`src/rtl/pipeline_pkg.sv`:
```
// Shared types for the pipeline hazard/sequencing controller.
// FSM state encoding, per-register control pair and counter sizing helper.
package pipeline_pkg;

   localparam int REG_IDX_W = 5;

   typedef enum logic [1:0] {
      RUN      = 2'd0,
      MULDIV   = 2'd1,
      REDIRECT = 2'd2
   } pipe_state_t;

   typedef struct packed {
      logic enable;
      logic clear;
   } stage_ctrl_t;

   // Mul/div occupancy counter never narrower than 2 bits.
   function automatic int muldiv_cnt_w(input int cycles);
      int w;
      w = $clog2(cycles);
      return (w < 2) ? 2 : w;
   endfunction

endpackage

```
`src/rtl/hazard_detect.sv`:
```
// Combinational load-use detector: flags an ID source that matches the
// destination of a load sitting in EX (x0 never creates a dependency).
import pipeline_pkg::*;

module hazard_detect (
   input  logic [REG_IDX_W-1:0] d_rs1_i,
   input  logic [REG_IDX_W-1:0] d_rs2_i,
   input  logic                 d_use_rs1_i,
   input  logic                 d_use_rs2_i,
   input  logic                 e_valid_i,
   input  logic [REG_IDX_W-1:0] e_rd_i,
   input  logic                 e_is_load_i,
   output logic                 load_use_o
);

   logic rs1_hit;
   logic rs2_hit;

   assign rs1_hit    = d_use_rs1_i && (d_rs1_i == e_rd_i);
   assign rs2_hit    = d_use_rs2_i && (d_rs2_i == e_rd_i);
   assign load_use_o = e_valid_i && e_is_load_i && (e_rd_i != '0) && (rs1_hit || rs2_hit);

endmodule

```
`src/rtl/pipeline_controller.sv`:
```
// Hazard and sequencing controller for the 5-stage pipeline (stall/flush/muldiv).
// Optional performance counters enabled by defining PIPE_PERF_COUNTERS_EN.
import pipeline_pkg::*;

module pipeline_controller #(
   parameter int MULDIV_CYCLES = 4
) (
   input  logic                 clk,
   input  logic                 reset,
   input  logic [REG_IDX_W-1:0] d_rs1,
   input  logic [REG_IDX_W-1:0] d_rs2,
   input  logic                 d_use_rs1,
   input  logic                 d_use_rs2,
   input  logic                 e_valid,
   input  logic [REG_IDX_W-1:0] e_rd,
   input  logic                 e_is_load,
   input  logic                 e_is_muldiv,
   input  logic                 e_branch_taken,
   input  logic                 imem_stall,
   input  logic                 dmem_stall,
   output logic                 pc_enable,
   output logic                 fd_enable,
   output logic                 fd_clear,
   output logic                 de_enable,
   output logic                 de_clear,
   output logic                 em_enable,
   output logic                 em_clear,
   output logic                 muldiv_done,
   output logic [31:0]          stall_cycles,
   output logic [31:0]          flush_count
);

   localparam int CNT_W   = muldiv_cnt_w(MULDIV_CYCLES);
   localparam bit MD_MULTI = (MULDIV_CYCLES > 1);
   localparam int MD_LOAD = MD_MULTI ? (MULDIV_CYCLES - 2) : 0;
   localparam logic [CNT_W-1:0] CNT_LOAD = CNT_W'(MD_LOAD);

   pipe_state_t      state_q, state_d;
   logic [CNT_W-1:0] cnt_q, cnt_d;
   logic             load_use;
   logic             muldiv_hit;
   logic             pc_en;
   logic             done;
   stage_ctrl_t      fd_c, de_c, em_c;

   hazard_detect u_hazard (
      .d_rs1_i     (d_rs1),
      .d_rs2_i     (d_rs2),
      .d_use_rs1_i (d_use_rs1),
      .d_use_rs2_i (d_use_rs2),
      .e_valid_i   (e_valid),
      .e_rd_i      (e_rd),
      .e_is_load_i (e_is_load),
      .load_use_o  (load_use)
   );

   assign muldiv_hit = e_valid && e_is_muldiv;

   always_ff @(posedge clk) begin
      if (reset) begin
         state_q <= RUN;
         cnt_q   <= '0;
      end else begin
         state_q <= state_d;
         cnt_q   <= cnt_d;
      end
   end

   // A data-memory stall freezes sequencing in every state.
   always_comb begin
      state_d = state_q;
      cnt_d   = cnt_q;
      if (!dmem_stall) begin
         unique case (state_q)
            RUN: begin
               if (e_branch_taken) begin
                  if (imem_stall) state_d = REDIRECT;
               end else if (muldiv_hit && MD_MULTI) begin
                  cnt_d   = CNT_LOAD;
                  state_d = MULDIV;
               end
            end
            MULDIV: begin
               if (cnt_q == '0) state_d = RUN;
               else             cnt_d   = cnt_q - CNT_W'(1);
            end
            REDIRECT: begin
               if (!imem_stall) state_d = RUN;
            end
            default: state_d = RUN;
         endcase
      end
   end

   always_comb begin
      pc_en = 1'b1;
      fd_c  = '{enable: 1'b1, clear: 1'b0};
      de_c  = '{enable: 1'b1, clear: 1'b0};
      em_c  = '{enable: 1'b1, clear: 1'b0};
      done  = 1'b0;
      if (reset) begin
         pc_en = 1'b0;
         fd_c  = '{enable: 1'b0, clear: 1'b1};
         de_c  = '{enable: 1'b0, clear: 1'b1};
         em_c  = '{enable: 1'b0, clear: 1'b1};
      end else if (dmem_stall) begin
         pc_en = 1'b0;
         fd_c  = '{enable: 1'b0, clear: 1'b0};
         de_c  = '{enable: 1'b0, clear: 1'b0};
         em_c  = '{enable: 1'b0, clear: 1'b0};
      end else begin
         unique case (state_q)
            RUN: begin
               if (e_branch_taken) begin
                  fd_c = '{enable: 1'b0, clear: 1'b1};
                  de_c = '{enable: 1'b0, clear: 1'b1};
               end else if (muldiv_hit && MD_MULTI) begin
                  pc_en = 1'b0;
                  fd_c  = '{enable: 1'b0, clear: 1'b0};
                  de_c  = '{enable: 1'b0, clear: 1'b0};
                  em_c  = '{enable: 1'b0, clear: 1'b1};
               end else begin
                  // Single-cycle mul/div completes here without leaving RUN.
                  done = muldiv_hit && !MD_MULTI;
                  if (load_use || imem_stall) begin
                     pc_en = 1'b0;
                     fd_c  = '{enable: 1'b0, clear: 1'b0};
                     de_c  = '{enable: 1'b0, clear: 1'b1};
                  end
               end
            end
            MULDIV: begin
               if (cnt_q == '0) begin
                  done = 1'b1;
               end else begin
                  pc_en = 1'b0;
                  fd_c  = '{enable: 1'b0, clear: 1'b0};
                  de_c  = '{enable: 1'b0, clear: 1'b0};
                  em_c  = '{enable: 1'b0, clear: 1'b1};
               end
            end
            REDIRECT: begin
               pc_en = !imem_stall;
               fd_c  = '{enable: 1'b0, clear: 1'b1};
               de_c  = '{enable: 1'b0, clear: 1'b1};
            end
            default: begin
               pc_en = 1'b0;
            end
         endcase
      end
   end

   assign pc_enable   = pc_en;
   assign fd_enable   = fd_c.enable;
   assign fd_clear    = fd_c.clear;
   assign de_enable   = de_c.enable;
   assign de_clear    = de_c.clear;
   assign em_enable   = em_c.enable;
   assign em_clear    = em_c.clear;
   assign muldiv_done = done;

`ifdef PIPE_PERF_COUNTERS_EN
   logic [31:0] stall_q;
   logic [31:0] flush_q;

   always_ff @(posedge clk) begin
      if (reset) begin
         stall_q <= '0;
         flush_q <= '0;
      end else begin
         if (!pc_en)     stall_q <= stall_q + 32'd1;
         if (fd_c.clear) flush_q <= flush_q + 32'd1;
      end
   end

   assign stall_cycles = stall_q;
   assign flush_count  = flush_q;
`else
   assign stall_cycles = '0;
   assign flush_count  = '0;
`endif

endmodule
```
`config.mk`:
```
export PLATFORM = sky130hd
export DESIGN_NAME = pipeline_controller
export DESIGN_NICKNAME = d
export VERILOG_FILES = /design/src/rtl/pipeline_pkg.sv /design/src/rtl/hazard_detect.sv /design/src/rtl/pipeline_controller.sv
export SDC_FILE = /design/constraint.sdc
export NUM_CORES = 1
export LEC_CHECK = 0
export ABC_AREA = 0
export BUFFER_PORTS_ARGS = -buffer_cell sky130_fd_sc_hd__buf_2
export CAP_MARGIN = 15
export CORE_MARGIN = 4
export CORE_UTILIZATION = 41
export CTS_BUF_LIST = sky130_fd_sc_hd__clkbuf_4 sky130_fd_sc_hd__clkbuf_8 sky130_fd_sc_hd__clkbuf_16
export DETAILED_ROUTE_END_ITERATION = 10
export MAX_ROUTING_LAYER = met4
export PLACE_DENSITY = 0.95
export SLEW_MARGIN = 10
export SYNTH_ARGS = -nofsm -noshare
export SYNTH_HDL_FRONTEND = slang
export SYNTH_SLANG_ARGS = --single-unit
```
`constraint.sdc`:
```
create_clock -name clk -period 2.8 [get_ports clk]
set_input_delay 0.42 -clock clk [delete_from_list [all_inputs] [get_ports clk]]
set_output_delay 0.42 -clock clk [all_outputs]
set_load 0.02 [all_outputs]
```
# Word level (Yosys, flattened, before mapping)
# Index checks and enable logic that the tools add are counted.
totals:
  ff_bits: 4
  inputBits: 25
  output_inout_bits: 72
  wordCells: 69
op_classes:
  n_addsub: 1
  n_eq_ne: 11
  muxes: 39
  bitwise_logic: 1
  reduce_logical: 15
op_table:
  columns: ["op", "count"]
  rows:
  - ["two-way mux 2 bit", 24]
  - ["case mux 2 bit (3 select lines)", 3]
  - ["equality test 5 bit", 2]
  - ["inequality test 2 bit (second input constant)", 5]
  - ["AND reduction 5 bit", 2]
  - ["two-way mux 1 bit", 9]
  - ["case mux 2 bit (2 select lines)", 2]
  - ["logical AND 1 bit", 6]
  - ["inequality test 3 bit (second input constant)", 2]
  - ["nonzero test 5 bit", 1]
  - ["logical NOT 2 bit", 2]
  - ["case mux 1 bit (3 select lines)", 1]
  - ["equality test 2 x 1 -> 1 bit (second input constant)", 1]
  - ["equality test 2 bit (second input constant)", 1]
  - ["logical OR 1 bit", 2]
  - ["nonzero test 2 bit", 1]
  - ["subtractor 2 x 1 -> 2 bit (second input constant)", 1]
  - ["logical NOT 1 bit", 1]
  - ["inverter 1 bit", 1]

# Longest topological paths before layout
logic_depth:
  ltp_word: 11
  ltp_mapped: 7

# Hierarchy
# Synthesis repeated with hierarchy kept, for this count alone.
unflattened:
  hier_cells: 135
  hier_area_um2: 1013.5
modules_own_cells:
  columns: ["module", "instances", "cells_each", "area_each_um2"]
  rows:
  - ["pipeline_controller", 1, 118, 878.3]
  - ["hazard_detect", 1, 17, 135.1]

# Least setup slack after synthesis
# No wires, ideal clock.
synth_path:
  kind: "input to output"
  start: "input port reset"
  end: "output port fd_enable"
  arrival_time_ps: 1588
  slack_ps: 792
  stages: 7
  cell_sequence: "buf_2 or2_1 buf_2 nor4_2 o221ai_1 nand2_1 buf_4"
synth_via:
  elab_chain_len: 1
synth_lines:
  columns: ["item", "line_no", "rtl"]
  rows:
  - ["start: declaration", "pipeline_controller.sv:9", "input logic reset,"]
  - ["two-way mux 2 bit", "pipeline_controller.sv:101", "if (reset) begin"]
  - ["end: declaration", "pipeline_controller.sv:22", "output logic fd_enable,"]
# No other way between the ends.

# Worst setup path in the final report
layout_path:
  start: "register state_q[1]"
  end: "output port fd_enable"
layout_via:
  elab_chain_len: 4
layout_lines:
  columns: ["item", "line_no", "rtl"]
  rows:
  - ["start: declaration", "pipeline_controller.sv:38", "pipe_state_t state_q, state_d;"]
  - ["start signal: assignment", "pipeline_controller.sv:64", "state_q <= state_d;"]
  - ["equality test 2 bit (tied with other cells)", "pipeline_controller.sv:112", "unique case (state_q)"]
  - ["case mux 2 bit (3 select lines) (*)", "pipeline_controller.sv:112", null]
  - ["two-way mux 2 bit (*)", "pipeline_controller.sv:106", "end else if (dmem_stall) begin"]
  - ["two-way mux 2 bit (*)", "pipeline_controller.sv:101", null]
# Every way passes the cells marked *; elsewhere a longest branch is shown, timed or not.

==> reports/qor.txt <==
final hold slack - 0.456 ns
CP Max Fanout - 13
Ant. Diodes - 0
Buf/Inv on CP - 1
DRT iter0 DRCs - 7
DR vias/cell - 4.09
max incr delay on CP - 0.46 ns
Avg WL per Cell - 10.3 µm
Gate Count Post-Synth - 138
final cell count without fillers - 197
Area growth, synth to finish - -4.73%
core area - 0.00250 mm²
TritonRoute pass-1 iters - 4
GR Util met3 - 4.36%
Mapped Area - 0.00108 mm²
first-pass GRT wire length - 2500 µm
Worst Hold Class - input port to flop
GRT Resource Usage Total - 9.58%
Detail Route Antenna Nets - 0
clock buffer depth - 2
htree depth - 1
DPL Wire Length - 1760 µm
synthesized area per cell - 7.85 µm²
I/O pin cnt - 97
initial antenna violation count - 0
max_slew headroom - 64.8%
largest area contributor in the netlist - buf_4
pin count of the biggest net entering global routing - 15
post-cts sizing count - 0
vias in the first global route - 602
placed inst area - 0.00101 mm²
top cell type's share of synthesized area - 45.0%
final worst setup slack - 0.542 ns
TritonCTS clock tree - yes
kind of critical path - flop to output port
Worst Path Required - 2.38 ns
M1 GR Usage - 9.72%
fmax - 443 MHz
# setup viols final - 0
most frequent cells in the layout - conb_1 (64), buf_2 (32), xnor2_1 (10)
Seq/Total Area, Yosys - 7.39%
post-layout min period - 2.26 ns
final hold vios - 0
effective utilization at floorplan - 43.3%
Die ar. - 0.00353 mm²
I/O Buffers - 32
CP endpoint kind - output port
hold buffers post-CTS - 0
Worst setup SP type - flop
distinct cell type count after synthesis - 35
main area contributors after synthesis - buf_4 (45%), xnor2_1 (8.1%), dfxtp_1 (7.4%)
Top Usage Layer GRT - met2
chip width - 59.4 µm
actual slew at the worst max-slew pin - 0.528 ns
RSZ-0062 raised after global routing - no
Core Util, Final - 41.3%
grt ovf - 0
DRC viols - 0
CTS sink cnt - 4
Design Power - 0.316 mW
Die Height - 59.4 µm
P per Cell Area - 307 mW/mm²
Yosys warnings - 0
setup slack, reg-to-reg - 1.25 ns
Skew-Pair Late Insertion Delay - 0.24 ns
Layout Nets - 195
IR drop worst, VDD - 0.129 mV
clk slew on worst S/H paths - 0.04 ns
leakage power - 0.525 nW
clock skew - 0.00251 ns
Place WS - 0.714 ns
Placed Instances - 194
setup_tns - 0 ns
post-synthesis register bit count - 4
status - finished, final reports clean
WL final - 2040 µm
Crit path max-delay family - compound AO/OA/AOI/OAI gates
total CTS buffers - 3
routing usage on met2 - 15.9%
share of layout cells above drive strength 1 - 25.1%
Slew Viols, Final - 0
post-CTS setup buffer count - 0
Layout fillers - 258
crit share post-route - 80.6%
Max-cap violations - 0
gp weighted congestion - 0.753
DR vias - 805
commonest non-fill, non-tap cell in the layout - conb_1
slowest stage cell on the critical path - dfxtp_1
row cnt - 18
post-route cell area - 0.00103 mm²
critical-path cell list - a211o_1, nor4_2, o221ai_1, nand2_1, buf_2
WP data arrival - 1.84 ns
root buffer cell - clkbuf_4
==> cells by family (layout without fill, tap and decap cells) <==
logic type | count (synthesis) | count (layout) | synth area share [%]
AO/OA/AOI/OAI | 24 | 24 | 19.3
XOR/XNOR | 10 | 10 | 8.08
adder cells (fa/ha/maj) | 1 | 1 | 1.15
buffers and inverters | 72 | 38 | 47.9
flip-flops | 4 | 4 | 7.39
multiplexers | 1 | 1 | 0.924
other | 1 | 64 | 0.346
AND/OR/NAND/NOR | 25 | 25 | 14.9
==> area by class of cell <==
type,count,area (µm²),area share [%]
clock buffers,3,22.5,2.18
well taps,30,37.5,3.64
repair buffers,32,160,15.5
inverters,3,11.3,1.09
flip-flops and latches,4,80.1,7.76
multi-input cells,125,721,69.8
==> final timing paths <==
kind | start | to | depth (start not counted)
max | state_q[1] | fd_enable | 5
min | reset | cnt_q[1] | 2
max reg2reg | state_q[1] | state_q[1] | 4
min reg2reg | cnt_q[1] | cnt_q[1] | 2
==> sequential cells by signal, summed over array words and instances, names as in the netlist <==
signal   count
state_q      2
cnt_q        2
==> report_power, final <==
part	switching [mW]	internal, mW	leakage [nW]
combinational	0.130	0.0460	0.479
sequential	0.00612	0.0593	0.0325
clock	0.0265	0.0481	0.0138
==> synth_stat cells <==
| library cell | number |
|---|---|
| conb_1 | 1 |
| a211oi_1 | 1 |
| nand4bb_4 | 1 |
| a311oi_1 | 1 |
| o21ai_0 | 2 |
| nor2b_1 | 2 |
| ha_1 | 1 |
| a211o_1 | 2 |
| nor4b_1 | 1 |
| nand2b_1 | 3 |
| nor2_1 | 5 |
| o221ai_2 | 1 |
| o211ai_2 | 1 |
| or4_1 | 1 |
| nor4_2 | 1 |
| nand3_1 | 1 |
| dfxtp_1 | 4 |
| o2bb2ai_1 | 1 |
| nand4_1 | 2 |
| a21oi_1 | 8 |
| a2111oi_4 | 1 |
| nor4_1 | 1 |
| xnor2_1 | 10 |
| o221ai_1 | 1 |
| buf_4 | 65 |
| mux2i_1 | 1 |
| a211oi_4 | 1 |
| inv_1 | 3 |
| o21bai_1 | 2 |
| nand2_1 | 5 |
| a32oi_1 | 1 |
| or2_2 | 1 |
| o22a_1 | 1 |
| buf_2 | 4 |
| or2_1 | 1 |
==> routing by layer <==
metal  share of wire (%)  up-vias
li1                    -      394
met1                  34      348
met2                  48       61
met3                  17        2
met4                0.93        0
met5                   0        -
Power figures use the tool's default switching activity.
